**config.mk**
```make
export PLATFORM = sky130hd
export DESIGN_NAME = input_route_ctrl
export DESIGN_NICKNAME = d
export VERILOG_FILES = /design/src/rtl/input_route_ctrl.sv
export SDC_FILE = /design/constraint.sdc
export NUM_CORES = 1
export LEC_CHECK = 0
export ABC_AREA = 1
export BUFFER_PORTS_ARGS = -buffer_cell sky130_fd_sc_hd__buf_2
export CORE_AREA = 2 2 56 58
export DETAILED_ROUTE_END_ITERATION = 10
export DIE_AREA = 0 0 58 60
export GPL_ROUTABILITY_DRIVEN = 0
export PLACE_DENSITY = 0.86
export SKIP_CTS_REPAIR_TIMING = 1
export SKIP_LAST_GASP = 1
export SLEW_MARGIN = 40
export SYNTH_ARGS = -nofsm -noshare
export SYNTH_HDL_FRONTEND = slang
export SYNTH_SLANG_ARGS = --single-unit
```
**constraint.sdc**
```tcl
create_clock -name clk -period 3.07 [get_ports clk]
set_clock_uncertainty 0.15 [all_clocks]
set_input_delay 0.1535 -clock clk [delete_from_list [all_inputs] [get_ports clk]]
set_output_delay 0.1535 -clock clk [all_outputs]
set_load 0.005 [all_outputs]
```
**src/rtl/input_route_ctrl.sv**
```systemverilog
// Head-of-line route controller: XY-routes each head flit from the input FIFO and locks the
// chosen output port for the rest of the packet. Data passes through combinationally.
module input_route_ctrl #(
  parameter int unsigned WIDTH    = 34,
  parameter int unsigned X_W      = 2,
  parameter int unsigned Y_W      = 2,
  parameter int unsigned SZ_W     = 8,
  parameter int unsigned ROUTER_X = 0,
  parameter int unsigned ROUTER_Y = 0
) (
  input  logic             clk,
  input  logic             arst_n,
  input  logic             fifo_empty_i,
  input  logic [WIDTH-1:0] fifo_data_i,
  output logic             fifo_read_o,
  output logic [4:0]       out_valid_o,
  input  logic [4:0]       out_ready_i,
  output logic [WIDTH-1:0] out_data_o,
  output logic             busy_o,
  output logic [2:0]       lock_dir_o
);

  localparam logic [2:0] DirN = 3'd0;
  localparam logic [2:0] DirS = 3'd1;
  localparam logic [2:0] DirE = 3'd2;
  localparam logic [2:0] DirW = 3'd3;
  localparam logic [2:0] DirL = 3'd4;

  localparam logic [X_W-1:0] RouterX = X_W'(ROUTER_X);
  localparam logic [Y_W-1:0] RouterY = Y_W'(ROUTER_Y);

  localparam int unsigned YMsb  = WIDTH - 1 - X_W;
  localparam int unsigned SzMsb = WIDTH - 1 - X_W - Y_W;

  typedef enum logic [0:0] {StIdle, StBody} state_e;

  state_e            state_q, state_d;
  logic [SZ_W-1:0]   remaining_q, remaining_d;
  logic [2:0]        lock_dir_q, lock_dir_d;

  logic [X_W-1:0]    x_dst;
  logic [Y_W-1:0]    y_dst;
  logic [SZ_W-1:0]   pkt_size;
  logic [2:0]        route_dir;
  logic [2:0]        cur_dir;
  logic [4:0]        valid;
  logic              xfer;

  assign x_dst    = fifo_data_i[WIDTH-1 -: X_W];
  assign y_dst    = fifo_data_i[YMsb -: Y_W];
  assign pkt_size = fifo_data_i[SzMsb -: SZ_W];

  always_comb begin
    if (x_dst > RouterX) begin
      route_dir = DirE;
    end else if (x_dst < RouterX) begin
      route_dir = DirW;
    end else if (y_dst > RouterY) begin
      route_dir = DirN;
    end else if (y_dst < RouterY) begin
      route_dir = DirS;
    end else begin
      route_dir = DirL;
    end
  end

  // Body flits follow the latched port; their routing fields are payload.
  always_comb begin
    cur_dir = (state_q == StBody) ? lock_dir_q : route_dir;
    valid   = '0;
    if (arst_n && !fifo_empty_i) begin
      valid = 5'(1) << cur_dir;
    end
  end

  assign xfer = |(valid & out_ready_i);

  always_comb begin
    state_d     = state_q;
    remaining_d = remaining_q;
    lock_dir_d  = lock_dir_q;
    unique case (state_q)
      StIdle: begin
        if (xfer && (pkt_size != '0)) begin
          remaining_d = pkt_size;
          lock_dir_d  = route_dir;
          state_d     = StBody;
        end
      end
      StBody: begin
        if (xfer) begin
          remaining_d = remaining_q - 1'b1;
          if (remaining_q == SZ_W'(1)) begin
            lock_dir_d = '0;
            state_d    = StIdle;
          end
        end
      end
      default: state_d = StIdle;
    endcase
  end

  always_ff @(posedge clk) begin
    if (!arst_n) begin
      state_q     <= StIdle;
      remaining_q <= '0;
      lock_dir_q  <= '0;
    end else begin
      state_q     <= state_d;
      remaining_q <= remaining_d;
      lock_dir_q  <= lock_dir_d;
    end
  end

  assign out_valid_o = valid;
  assign fifo_read_o = xfer;
  assign out_data_o  = fifo_data_i;
  assign busy_o      = arst_n && (state_q == StBody);
  assign lock_dir_o  = arst_n ? lock_dir_q : 3'd0;

  assert property (@(posedge clk) !(fifo_read_o && fifo_empty_i));
  assert property (@(posedge clk) $onehot0(out_valid_o));

endmodule

```
; Word-level counts from Yosys, hierarchy flattened
; Index checks and enable logic that the tools add are counted.
; Widths: inputs -> output; s select.
[classes]
mux = 18
eq_ne = 4
shifts = 1
magnitude_cmp = 4
n_bitwise = 2
n_addsub = 1
n_reduce_logical = 8
[ops]
columns = operator, n
row1 = $mux 3, 9
row2 = $mux 8, 2
row3 = $pmux 8 s2, 1
row4 = $eq 8x1->1 const B, 1
row5 = $reduce_bool 8->1, 1
row6 = $sub 8x1->8 const B, 1
row7 = $pmux 3 s2, 1
row8 = $and 5x5->5, 1
row9 = $mux 5, 1
row10 = $reduce_or 5->1, 1
row11 = $shl 1x3->5 const A, 1
row12 = $gt 2x1->1 const B, 2
row13 = $lt 2x1->1 const B, 2
row14 = $ne 2x1->1 const B, 2
row15 = $logic_and 1x1->1, 3
row16 = $mux 1, 3
row17 = $reduce_and 3->1, 1
row18 = $ne 2x2->1 const B, 1
row19 = $pmux 1 s2, 1
row20 = $reduce_and 2->1, 1
row21 = $logic_not 1->1, 1
row22 = $not 1->1, 1
[totals]
ff_bits = 12
elab_cells = 41
inputBits = 42

; Logic depth before layout (Yosys ltp)
[logic_depth]
word_depth = 13
depth_mapped = 13
mapped_depth_nobuf = 11

; Least setup slack after synthesis
; OpenSTA, ideal clock, no wires.
[synth_timing]
path_kind = register to register
start = reg state_q
end = reg remaining_q[6]
t_required_ns = 2.807
t_arrival_ns = 1.309
path_stages_with_launch = 12
slack_ns = 1.497
n_path_buf = 2
setup_time_ns = 0.113
period_less_slack_ns = 1.573
path_cell_list = dfxtp_1 buf_6 inv_4 nand3_2 nand2_4 nor2_2 nand2_1 nand3_4 nand2_4 buf_6 o21ai_1 nor2_1
[synth_between]
elab_chain_cells = 8
elab_cells_between_ends = 11
[synth_rtl]
columns = item, line_no
row1 = "start, declared", 37  ; state_e state_q, state_d;
row2 = "start signal, assigned", 105  ; state_q <= StIdle;
row3 = "start signal, assigned", 109  ; state_q <= state_d;
row4 = $mux 3 (*), 69  ; cur_dir = (state_q == StBody) ? lock_dir_q : route_dir;
row5 = $shl 1x3->5 (*), 72  ; valid = 5'(1) << cur_dir;
row6 = $mux 5 (*), 71  ; if (arst_n && !fifo_empty_i) begin
row7 = named net out_valid_o[2], 16  ; output logic [4:0] out_valid_o,
row8 = $and 5x5->5 (*), 76  ; assign xfer = |(valid & out_ready_i);
row9 = $reduce_or 5->1 (*), 76
row10 = named net fifo_read_o, 15  ; output logic fifo_read_o,
row11 = $logic_and 1x1->1, 84  ; if (xfer && (pkt_size != '0)) begin
row12 = $ne 2x2->1 (no line), --
row13 = $reduce_and 2->1 (no line) (*), --
row14 = "end signal, assigned", 110  ; remaining_q <= remaining_d;
row15 = "end, declared", 38  ; logic [SZ_W-1:0] remaining_q, remaining_d;
; Mark *: on every way through the listed nets, which the timed path passes. The rest lies on a longest branch.
; A chain may end at the register's enable or synchronous reset.

; Worst setup path after layout
[layout_timing]
start = reg state_q
end = out fifo_read_o
[layout_between]
elab_chain_cells = 5
[layout_rtl]
columns = item, line_no
row1 = $mux 3, 69
row2 = $shl 1x3->5, 72
row3 = $mux 5, 71
row4 = $and 5x5->5, 76
row5 = $reduce_or 5->1, 76
row6 = "end, declared", 15
; No other way between the ends.

==> metrics.csv <==
metric,value,unit
status,completed,
synth.distinct_cells,26,
clkTransAtPathRegs,70,ps
grtUsageMet2,21.6,%
crit_type,flip-flop to output pin,
numPortBuffers,36,
synth_warnings,0,
async_flop_share,0,%
synth_area_leaders,"buf_4, dfxtp_1, nand2_1, inv_1, nor2_1",
cts_root_buf,clkbuf_4,
die_h,60,um
p_per_area,347,nW/um2
final_core_util,39.1,%
critPathArrivalTime,1820,ps
wl_per_cell,9.13,um
viasPerCell,4.65,
cts.sinks,11,
cp_max_fo,19,
period_share,69.1,%
cts_tree,built,
power,0.394,mW
die_w,58,um
placed_area,1110,um2
ios,86,
synthAdderAreaFrac,2.10,%
cts_max_path_buffers,2,
maxCapViolations,0,
use_met3,1.73,%
fin_tns_setup,0,ps
vias,1036,
ant_nets,0,
grt_usage,13.0,%
avgSynthCellArea,6.30,um2
ys_seq_elements,11,
crit_chain,inv_4 > o21ai_4 > nand3_2 > inv_1 > nand3_1 > nand3_4 > buf_2,
placeableCoreArea,2900,um2
end_kind,output pin,
use_met1,14.9,%
drtIter0Drc,29,
grt_most_used_layer,met2,
dpl.hpwl,1660,um
nets,235,
gr-total-overflow,0,
firstDrtPassIters,4,
cp-start-kind,flip-flop,
areaGrowthSynthToFinish,-4.52,%
grt_pass1_vias,856,
max_freq,0.472,GHz
grt_pass1_wl,3480,um
yosysTopAreaCellShare,23.3,%
synth_mux_area_share,0,%
drc,0,
design_area,1140,um2
yosysMostFrequentCell,buf_4,
cpLargestDelayFamily,flip-flops,
n_antenna_cell,0,
syn_inst,189,
critPathSlowestCell,dfxtp_1,
drv_slew,0,
synthSimpleGateAreaFrac,34.0,%
routed_wl,2040,um
synth_top_family_by_area,buffers and inverters,
synth_area,1190,um2
min_period,2120,ps
yosys-top-cells-count,"buf_4, nand2_1, inv_1, nor2_1, nand3_1",
grt_max_degree,20,
hold_class,input pin to flip-flop,
cp_slowest_stage_delay,730,ps
max_slew.worst_pin.slew,636,ps
clock_latency,280,ps
antenna_found_initial,0,
rsz0062_at_grt,no,
place_ws,1070,ps
ys_seq_area_share,18.5,%
start_util,41.0,%
finalWorstSetupSlack,949,ps
maxSlewHeadroom,57.5,%
crit_buf_inv,3,
critPathRequiredTime,2770,ps
synthXorXnorAreaFrac,0.736,%
synth_compound_area_share,9.36,%
vdd_drop_max,0.192,mV
dieArea,3480,um2
hold_violations,0,
synth.largest_area_cell,buf_4,
synth-main-ff-cell,dfxtp_1,
core.rowCount,20,
drive_gt1_share,26.8,%
synth_edf_count,0,
cts_made_buffers,3,
ctsHtreeMaxLevel,1,
leakage,0.623,nW
setup_violations,0,
==> cell families (layout without fill, tap and decap cells) <==
kind of cell / after synthesis / after routing
xor gates and xnor gates: 1 / 1
DFF: 11 / 11
adders and majority gates: 2 / 2
other: 1 / 3
buffers and inverters: 69 / 68
and+or+nand+nor: 85 / 85
AOI/OAI and AO/OA: 20 / 20
==> path summary, 6_finish.rpt <==
path / from / to / slack, ps / depth (start not counted)
worst max register to register: state_q / remaining_q[0] / 1070 / 11
worst min-delay path: arst_n / remaining_q[4] / 60 / 3
worst min register to register: remaining_q[7] / remaining_q[7] / 330 / 2
worst max-delay path: state_q / fifo_read_o / 950 / 7
==> flip-flops by register name (all words and copies together), names as in the netlist <==
register / count
remaining_q: 8
state_q: 1
lock_dir_q: 2
==> worst register-to-register path, delay by kind of cell (launching register included) <==
family | cells | cell delay [ps]
AND/OR/NAND/NOR | 8 | 700
flip-flops | 1 | 730
buffers and inverters | 2 | 210
AO/OA/AOI/OAI | 1 | 110
==> stage by stage <==
stage	std cells	hold WS [ps]
after floorplan	191	127
after global placement	219	157
after detailed placement	219	157
after CTS	223	53.3
after global routing	223	66.1
final	223	59.6
==> area by class of cell <==
type                    instances  area [um2]
flip-flops and latches         11         220
well taps                      33        41.3
fillers                       329        1770
clock buffers                   4        26.3
multi-input cells             111         561
inverters                      28         108
repair buffers                 36         180
==> routing by layer <==
metal  routed length, um  part of all wire [%]  vias to the layer above
met5                   0                     0                        -
met4                  79                   3.9                        0
met3                 202                   9.9                       13
met2                 885                    43                       49
met1                 868                    43                      430
li1                    -                     -                      544
==> report_power, final <==
| group | internal, mW | switching (mW) |
|---|---|---|
| Sequential | 0.153 | 0.0130 |
| Clock | 0.0505 | 0.0526 |
| Combinational | 0.0518 | 0.0728 |
==> cells in the final DEF (no fill, tap or decap) <==
master,count
nand3_4,1
nor2_4,1
clkbuf_4,3
or2_2,1
nand4_1,3
inv_4,1
buf_2,36
xor2_1,1
nand2_1,31
nand2_2,1
dfxtp_1,11
nor2_2,2
nand2_4,2
o21ai_1,2
ha_1,2
inv_1,27
conb_1,3
nand3_2,2
a21oi_1,5
clkbuf_1,1
nor3_1,2
o21ai_0,12
o21ai_4,1
nand3_1,13
nor2_1,26
No activity file was read; power rests on OpenSTA's default activity.
